### config.mk
export PLATFORM = sky130hd
export DESIGN_NAME = unet_host_responder
export DESIGN_NICKNAME = d
export VERILOG_FILES = /design/src/rtl/unet_pkg.sv /design/src/rtl/unet_stream_reader.sv /design/src/rtl/unet_host_responder.sv
export SDC_FILE = /design/constraint.sdc
export NUM_CORES = 1
export LEC_CHECK = 0
export ABC_AREA = 0
export CORE_ASPECT_RATIO = 1.5
export CORE_MARGIN = 5
export CORE_UTILIZATION = 40
export DETAILED_ROUTE_END_ITERATION = 10
export GPL_TIMING_DRIVEN = 0
export PLACE_DENSITY_LB_ADDON = 0.25
export SLEW_MARGIN = 20
export SYNTH_ARGS = -nofsm -noshare
export SYNTH_HDL_FRONTEND = slang
export SYNTH_SLANG_ARGS = --single-unit
### constraint.sdc
create_clock -name clk -period 6.1 [get_ports clk]
set_clock_uncertainty 0.05 [all_clocks]
set_input_delay 1.22 -clock clk [delete_from_list [all_inputs] [get_ports clk]]
set_output_delay 1.22 -clock clk [all_outputs]
set_load 0.02 [all_outputs]
### src/rtl/unet_pkg.sv
// Shared definitions for the U-Net host responder.
// Ctrl codes, responder FSM states and err bit positions.
package unet_pkg;

  localparam logic [2:0] CALCULATING  = 3'd0;
  localparam logic [2:0] SEND_WEIGHTS = 3'd1;
  localparam logic [2:0] SEND_DATA    = 3'd2;
  localparam logic [2:0] DATA_READY   = 3'd3;
  localparam logic [2:0] SAY_IDLE     = 3'd4;

  typedef enum logic [2:0] {
    S_IDLE   = 3'd0,
    S_KICK   = 3'd1,
    S_WAIT   = 3'd2,
    S_SERVE  = 3'd3,
    S_FINISH = 3'd4
  } state_t;

  localparam int ERR_TO  = 0;
  localparam int ERR_OVR = 1;
  localparam int ERR_ILL = 2;

endpackage

### src/rtl/unet_stream_reader.sv
// Streams words from a 1-cycle-latency memory to the accelerator.
// Ports: clr/req in; addr to memory; rdata from memory;
// wdata/wvalid two cycles after req; ovf flags a request past the end.
module unet_stream_reader #(
  parameter int DATA_W = 32,
  parameter int AW     = 16,
  parameter int NUM    = 4096
) (
  input  logic              clk,
  input  logic              rst,
  input  logic              clr,
  input  logic              req,
  output logic [AW-1:0]     addr,
  input  logic [DATA_W-1:0] rdata,
  output logic [DATA_W-1:0] wdata,
  output logic              wvalid,
  output logic              ovf
);

  localparam logic [AW:0] LIM = (AW+1)'(NUM);

  logic [AW:0] ptr;
  logic        full;
  logic        v1;
  logic        o1;

  // One spare pointer bit so saturation at NUM never wraps.
  assign full = (ptr == LIM);
  assign ovf  = req && full;
  assign addr = ptr[AW-1:0];

  always_ff @(posedge clk) begin
    if (rst) begin
      ptr    <= '0;
      v1     <= 1'b0;
      o1     <= 1'b0;
      wvalid <= 1'b0;
      wdata  <= '0;
    end else begin
      if (clr) begin
        ptr <= '0;
      end else if (req && !full) begin
        ptr <= ptr + 1'b1;
      end
      // Stage 1 tracks the memory read; stage 2 drives the port.
      v1     <= req;
      o1     <= req && full;
      wvalid <= v1;
      wdata  <= (v1 && !o1) ? rdata : '0;
    end
  end

endmodule

### src/rtl/unet_host_responder.sv
// Host-side responder driving the U-Net accelerator ctrl protocol.
// Ports: start/busy/done/err to host; enpulse/ctrl/busy/data to
// accelerator; w_*, d_* read ports; r_* result write port;
// checksum is live only with UNET_RESP_CHECKSUM_EN defined.
module unet_host_responder
  import unet_pkg::*;
#(
  parameter int DATA_W      = 32,
  parameter int AW          = 16,
  parameter int NUM_WEIGHTS = 4096,
  parameter int NUM_DATA    = 4096,
  parameter int NUM_RESULTS = 4096,
  parameter int START_TO    = 256
) (
  input  logic              clk,
  input  logic              rst,
  input  logic              start,
  output logic              unet_enpulse,
  input  logic [2:0]        acc_ctrl,
  input  logic              acc_busy,
  output logic [DATA_W-1:0] acc_wdata,
  output logic              acc_wvalid,
  input  logic [DATA_W-1:0] acc_rdata,
  output logic [AW-1:0]     w_addr,
  input  logic [DATA_W-1:0] w_rdata,
  output logic [AW-1:0]     d_addr,
  input  logic [DATA_W-1:0] d_rdata,
  output logic [AW-1:0]     r_addr,
  output logic [DATA_W-1:0] r_wdata,
  output logic              r_we,
  output logic              busy,
  output logic              done,
  output logic [2:0]        err,
  output logic [DATA_W-1:0] checksum
);

  localparam int CW = $clog2(START_TO + 1);
  localparam logic [AW:0] RLIM = (AW+1)'(NUM_RESULTS);

  state_t state;
  state_t nxt;

  logic [CW-1:0]     cnt;
  logic [AW:0]       rptr;
  logic              kick_go;
  logic              serve;
  logic              w_req;
  logic              d_req;
  logic              r_req;
  logic              r_full;
  logic              r_ovf;
  logic              illegal;
  logic              timeout;
  logic              w_ovf;
  logic              d_ovf;
  logic [DATA_W-1:0] w_wdata;
  logic [DATA_W-1:0] d_wdata;
  logic              w_wvalid;
  logic              d_wvalid;

  assign kick_go = (state == S_IDLE) && start;
  // Gate dispatch with rst so nothing is touched in a reset cycle.
  assign serve   = (state == S_SERVE) && !rst;
  assign w_req   = serve && (acc_ctrl == SEND_WEIGHTS);
  assign d_req   = serve && (acc_ctrl == SEND_DATA);
  assign r_req   = serve && (acc_ctrl == DATA_READY);
  assign illegal = serve && (acc_ctrl > SAY_IDLE);
  assign timeout = (state == S_WAIT) && !acc_busy
                && (cnt == CW'(START_TO - 1));

  always_ff @(posedge clk) begin
    if (rst) begin
      state <= S_IDLE;
    end else begin
      state <= nxt;
    end
  end

  always_comb begin
    nxt = state;
    unique case (state)
      S_IDLE:   if (start) nxt = S_KICK;
      S_KICK:   nxt = S_WAIT;
      S_WAIT: begin
        if (acc_busy) begin
          nxt = S_SERVE;
        end else if (timeout) begin
          nxt = S_FINISH;
        end
      end
      S_SERVE: begin
        if (acc_ctrl == SAY_IDLE || !acc_busy) begin
          nxt = S_FINISH;
        end
      end
      S_FINISH: nxt = S_IDLE;
      default:  nxt = S_IDLE;
    endcase
  end

  assign unet_enpulse = (state == S_KICK);
  assign busy         = (state != S_IDLE);
  assign done         = (state == S_FINISH);

  always_ff @(posedge clk) begin
    if (rst || state != S_WAIT) begin
      cnt <= '0;
    end else begin
      cnt <= cnt + 1'b1;
    end
  end

  always_ff @(posedge clk) begin
    if (rst || kick_go) begin
      err <= '0;
    end else begin
      if (timeout)                 err[ERR_TO]  <= 1'b1;
      if (w_ovf || d_ovf || r_ovf) err[ERR_OVR] <= 1'b1;
      if (illegal)                 err[ERR_ILL] <= 1'b1;
    end
  end

  assign r_full  = (rptr == RLIM);
  assign r_ovf   = r_req && r_full;
  assign r_we    = r_req && !r_full;
  assign r_addr  = rptr[AW-1:0];
  assign r_wdata = r_req ? acc_rdata : '0;

  always_ff @(posedge clk) begin
    if (rst || kick_go) begin
      rptr <= '0;
    end else if (r_we) begin
      rptr <= rptr + 1'b1;
    end
  end

  unet_stream_reader #(
    .DATA_W (DATA_W),
    .AW     (AW),
    .NUM    (NUM_WEIGHTS)
  ) u_wrd (
    .clk    (clk),
    .rst    (rst),
    .clr    (kick_go),
    .req    (w_req),
    .addr   (w_addr),
    .rdata  (w_rdata),
    .wdata  (w_wdata),
    .wvalid (w_wvalid),
    .ovf    (w_ovf)
  );

  unet_stream_reader #(
    .DATA_W (DATA_W),
    .AW     (AW),
    .NUM    (NUM_DATA)
  ) u_drd (
    .clk    (clk),
    .rst    (rst),
    .clr    (kick_go),
    .req    (d_req),
    .addr   (d_addr),
    .rdata  (d_rdata),
    .wdata  (d_wdata),
    .wvalid (d_wvalid),
    .ovf    (d_ovf)
  );

  // Each reader zeroes its word when idle, so OR merges cleanly.
  assign acc_wdata  = w_wdata | d_wdata;
  assign acc_wvalid = w_wvalid | d_wvalid;

`ifdef UNET_RESP_CHECKSUM_EN
  logic [DATA_W-1:0] sum;

  always_ff @(posedge clk) begin
    if (rst || kick_go) begin
      sum <= '0;
    end else if (r_we) begin
      sum <= sum + r_wdata;
    end
  end

  assign checksum = sum;
`else
  assign checksum = '0;
`endif

endmodule

==> results by group <==
Status
  – Status: finished clean

Synthesis
  – Top FF cell, synth: dfxtp_1
  – Area contributors post-synth: dfxtp_1 44%, and2_1 9.9%, buf_4 9.7%, nor2_1 4.0%, xnor2_1 3.8%
  – Yosys cell types: roughly 50
  – Post-synth EDFFs: 0
  – Syn Area/Cell: just under 9 um^2
  – Mapped Cells: 700
  – Asr flop ratio synth: 0
  – Post-synthesis sequential area ratio: 0.436
  – Dominant cell type by area after synthesis: dfxtp_1
  – Post-synthesis cell area: roughly 0.0062 mm^2
  – Most frequent cell after synthesis: dfxtp_1
  – Post-synth top cells: 136 x dfxtp_1, 99 x and2_1, 81 x buf_4, 67 x nor2_1, 36 x or2_2
  – Post-synth top area share: 0.436
  – Register bit total from synthesis: 136
  – Synth warn: 0

Setup path
  – Worst EP arrival: 3.69 ns
  – Worst-path fanout max: 10
  – Critical path type: in -> out
  – CP startpoint kind: input port
  – Crit. End Element: primary output
  – Required @ worst endpoint: approximately 4.8 ns

CTS
  – CTS root buffer: clkbuf_16
  – Post-cts sizing count: 0
  – H-tree lvl count: 4
  – Worst skew pair latency: 0.41 ns
  – Postcts setup bufs: 0
  – TritonCTS clock tree: yes
  – # hold bufs at CTS: 0
  – Clk sink count: ~140
  – Clock tree buffer depth: 2
  – CTS clk-pin slew, worst paths: roughly 0.050 ns
  – Cts bufs inserted: 17

Floorplanning
  – Core Area: approximately 0.015 mm^2
  – Ports: 255
  – Core Rows: 56
  – Die width: between 100 and 150 um
  – Die Y: approximately 160 um
  – Die area: ~0.018 mm^2
  – Initial Utilization: 0.403

Power
  – P_leak: 3.77 nW
  – Cell Pwr Density: 221 mW/mm^2
  – Worst vdd ir: roughly 0.00012 V

Layout
  – # diodes: 0
  – FILL cells: around 1,400
  – Layout Nets: around 1,100
  – Layout area overhead: 50.4%
  – Post-route cell area: about 0.0094 mm^2
  – Share of post-route cells with drive strength above 1: 0.165

Detailed routing
  – Post-route antenna net violation count: 0
  – Initial DRC Count: approximately 310
  – Vias/cell: ~4.6
  – Router iterations before antenna repair: 4
  – Avg WL per Cell: around 14 um
  – Via count: 5,433
  – Routed WL: 16,700 um
  – Drt drc: 0

Placement
  – Placer Congestion: 0.839
  – IO buf count: about 220
  – DPL Wire Length: approximately 13,000 um
  – Area after DPL: about 0.009 mm^2

Global routing
  – GRT Overall Usage: 0.182
  – Initial antenna violation count: 0
  – Pin count of the biggest net entering global routing: 17
  – Global-route wire length before repair: ~27,000 um
  – Total gr overflow: 0
  – Vias in the first global route: approximately 5,400

STA
  – Slew @ Worst Pin: a little under 0.8 ns
  – Final Setup Violations: 0
  – Hold Vio Cnt, Final: 0
  – Post-route minimum period: around 5.0 ns
  – Unrepaired setup endpoints after global routing: no
  – Final Max Slew Viols: 0
  – Fmax: 202 MHz
  – Slew headroom: 0.472
  – Fin Setup TNS: 0 ns
  – Final Cycle Share: 0.813

Worst hold path
  – Worst Hold Class: reg -> reg

Flow run
  – Maxcap violations: 0
-- metrics by stage --
step / instances / utilization / total power [mW] / worst slack, ns / hold slack [ns]
detailed placement: 1156 / 0.571 / 1.12 / 1.17 / 0.393
floorplan: 731 / - / 1.02 / 2.48 / 0.368
global route: 1188 / 0.607 / 2.16 / 0.926 / 0.419
CTS: 1188 / 0.607 / 2.10 / 1.16 / 0.401
global placement: 1156 / 0.571 / 1.12 / 1.16 / 0.384
finish: 1188 / 0.607 / 2.07 / 1.14 / 0.397
-- power by group --
part / leakage, nW / switching (mW) / internal, mW / total, mW
sequential: 1.10 / 0.00462 / 0.895 / 0.899
clock: 0.266 / 0.402 / 0.565 / 0.967
combinational: 2.40 / 0.102 / 0.105 / 0.207
-- sequential cells by signal, indices dropped and copies added, names as in the netlist, 3 cells and up --
register,flops
u_drd.wdata,32
u_wrd.wdata,32
rptr,17
u_drd.ptr,17
u_wrd.ptr,17
cnt,9
err,3
state,3
-- layout by cell type (no fill, tap or decap), drive strengths merged, types with 2 or more instances in the layout --
cell type | synthesis | final
clkdlybuf4s50 | 0 | 222
clkinv | 0 | 6
nor3 | 13 | 13
clkinvlp | 0 | 3
clkbuf | 20 | 39
nor2 | 67 | 67
conb | 1 | 32
nor3b | 3 | 3
a31o | 4 | 4
and2 | 99 | 99
o211ai | 2 | 2
nand4 | 17 | 17
nand3 | 28 | 28
and4 | 7 | 7
or2 | 36 | 36
nand2 | 25 | 25
nand4b | 2 | 2
ha | 8 | 8
or3 | 7 | 7
a31oi | 2 | 2
buf | 88 | 88
inv | 15 | 18
dfxtp | 136 | 136
and3 | 6 | 6
xor2 | 15 | 15
xnor2 | 27 | 27
nor4b | 7 | 7
or4 | 3 | 3
nor4 | 23 | 23
nor2b | 4 | 4
a21oi | 16 | 16
o21ai | 6 | 6
-- routing by layer --
layer,vias to the layer above,wire (um),track usage
li1,2768,-,-
met4,0,225,0.0629
met1,2474,6790,0.212
met5,-,0,0
met2,171,8710,0.320
met3,20,1010,0.0537
-- layout make-up --
class	instances	area, um^2	area share
Buffer	108	719	0.0766
Clock buffer	19	433	0.0461
Clock inverter	13	123	0.0131
Inverter	15	56.3	0.00599
Multi-Input combinational cell	472	2870	0.305
Sequential cell	136	2720	0.290
Tap cell	203	254	0.0270
Timing Repair Buffer	222	2220	0.237
-- critical path, stage by stage --
cell,delay (ns)
clkdlybuf4s50_1,0.53
nor4b_2,0.43
and4_1,0.23
buf_2,0.19
clkbuf_1,0.27
and2_1,0.20
clkdlybuf4s50_1,0.62
-- cells by family after synthesis --
kind of cell,synth area share
compound gates,0.0346
xor+xnor,0.0589
fa+ha+maj,0.0160
buf+inv,0.124
flops,0.436
other cells,0.000600
simple gates,0.330
-- worst paths after layout --
kind	start	endpoint	slack, ns	depth (start not counted)
setup / recovery	acc_ctrl[2]	r_wdata[6]	1.14	7
hold / removal	cnt[0]	cnt[0]	0.40	1
setup reg to reg	state[1]	u_wrd.ptr[14]	3.82	6
hold reg to reg	cnt[0]	cnt[0]	0.40	1
(Power assumes the default switching activity.)
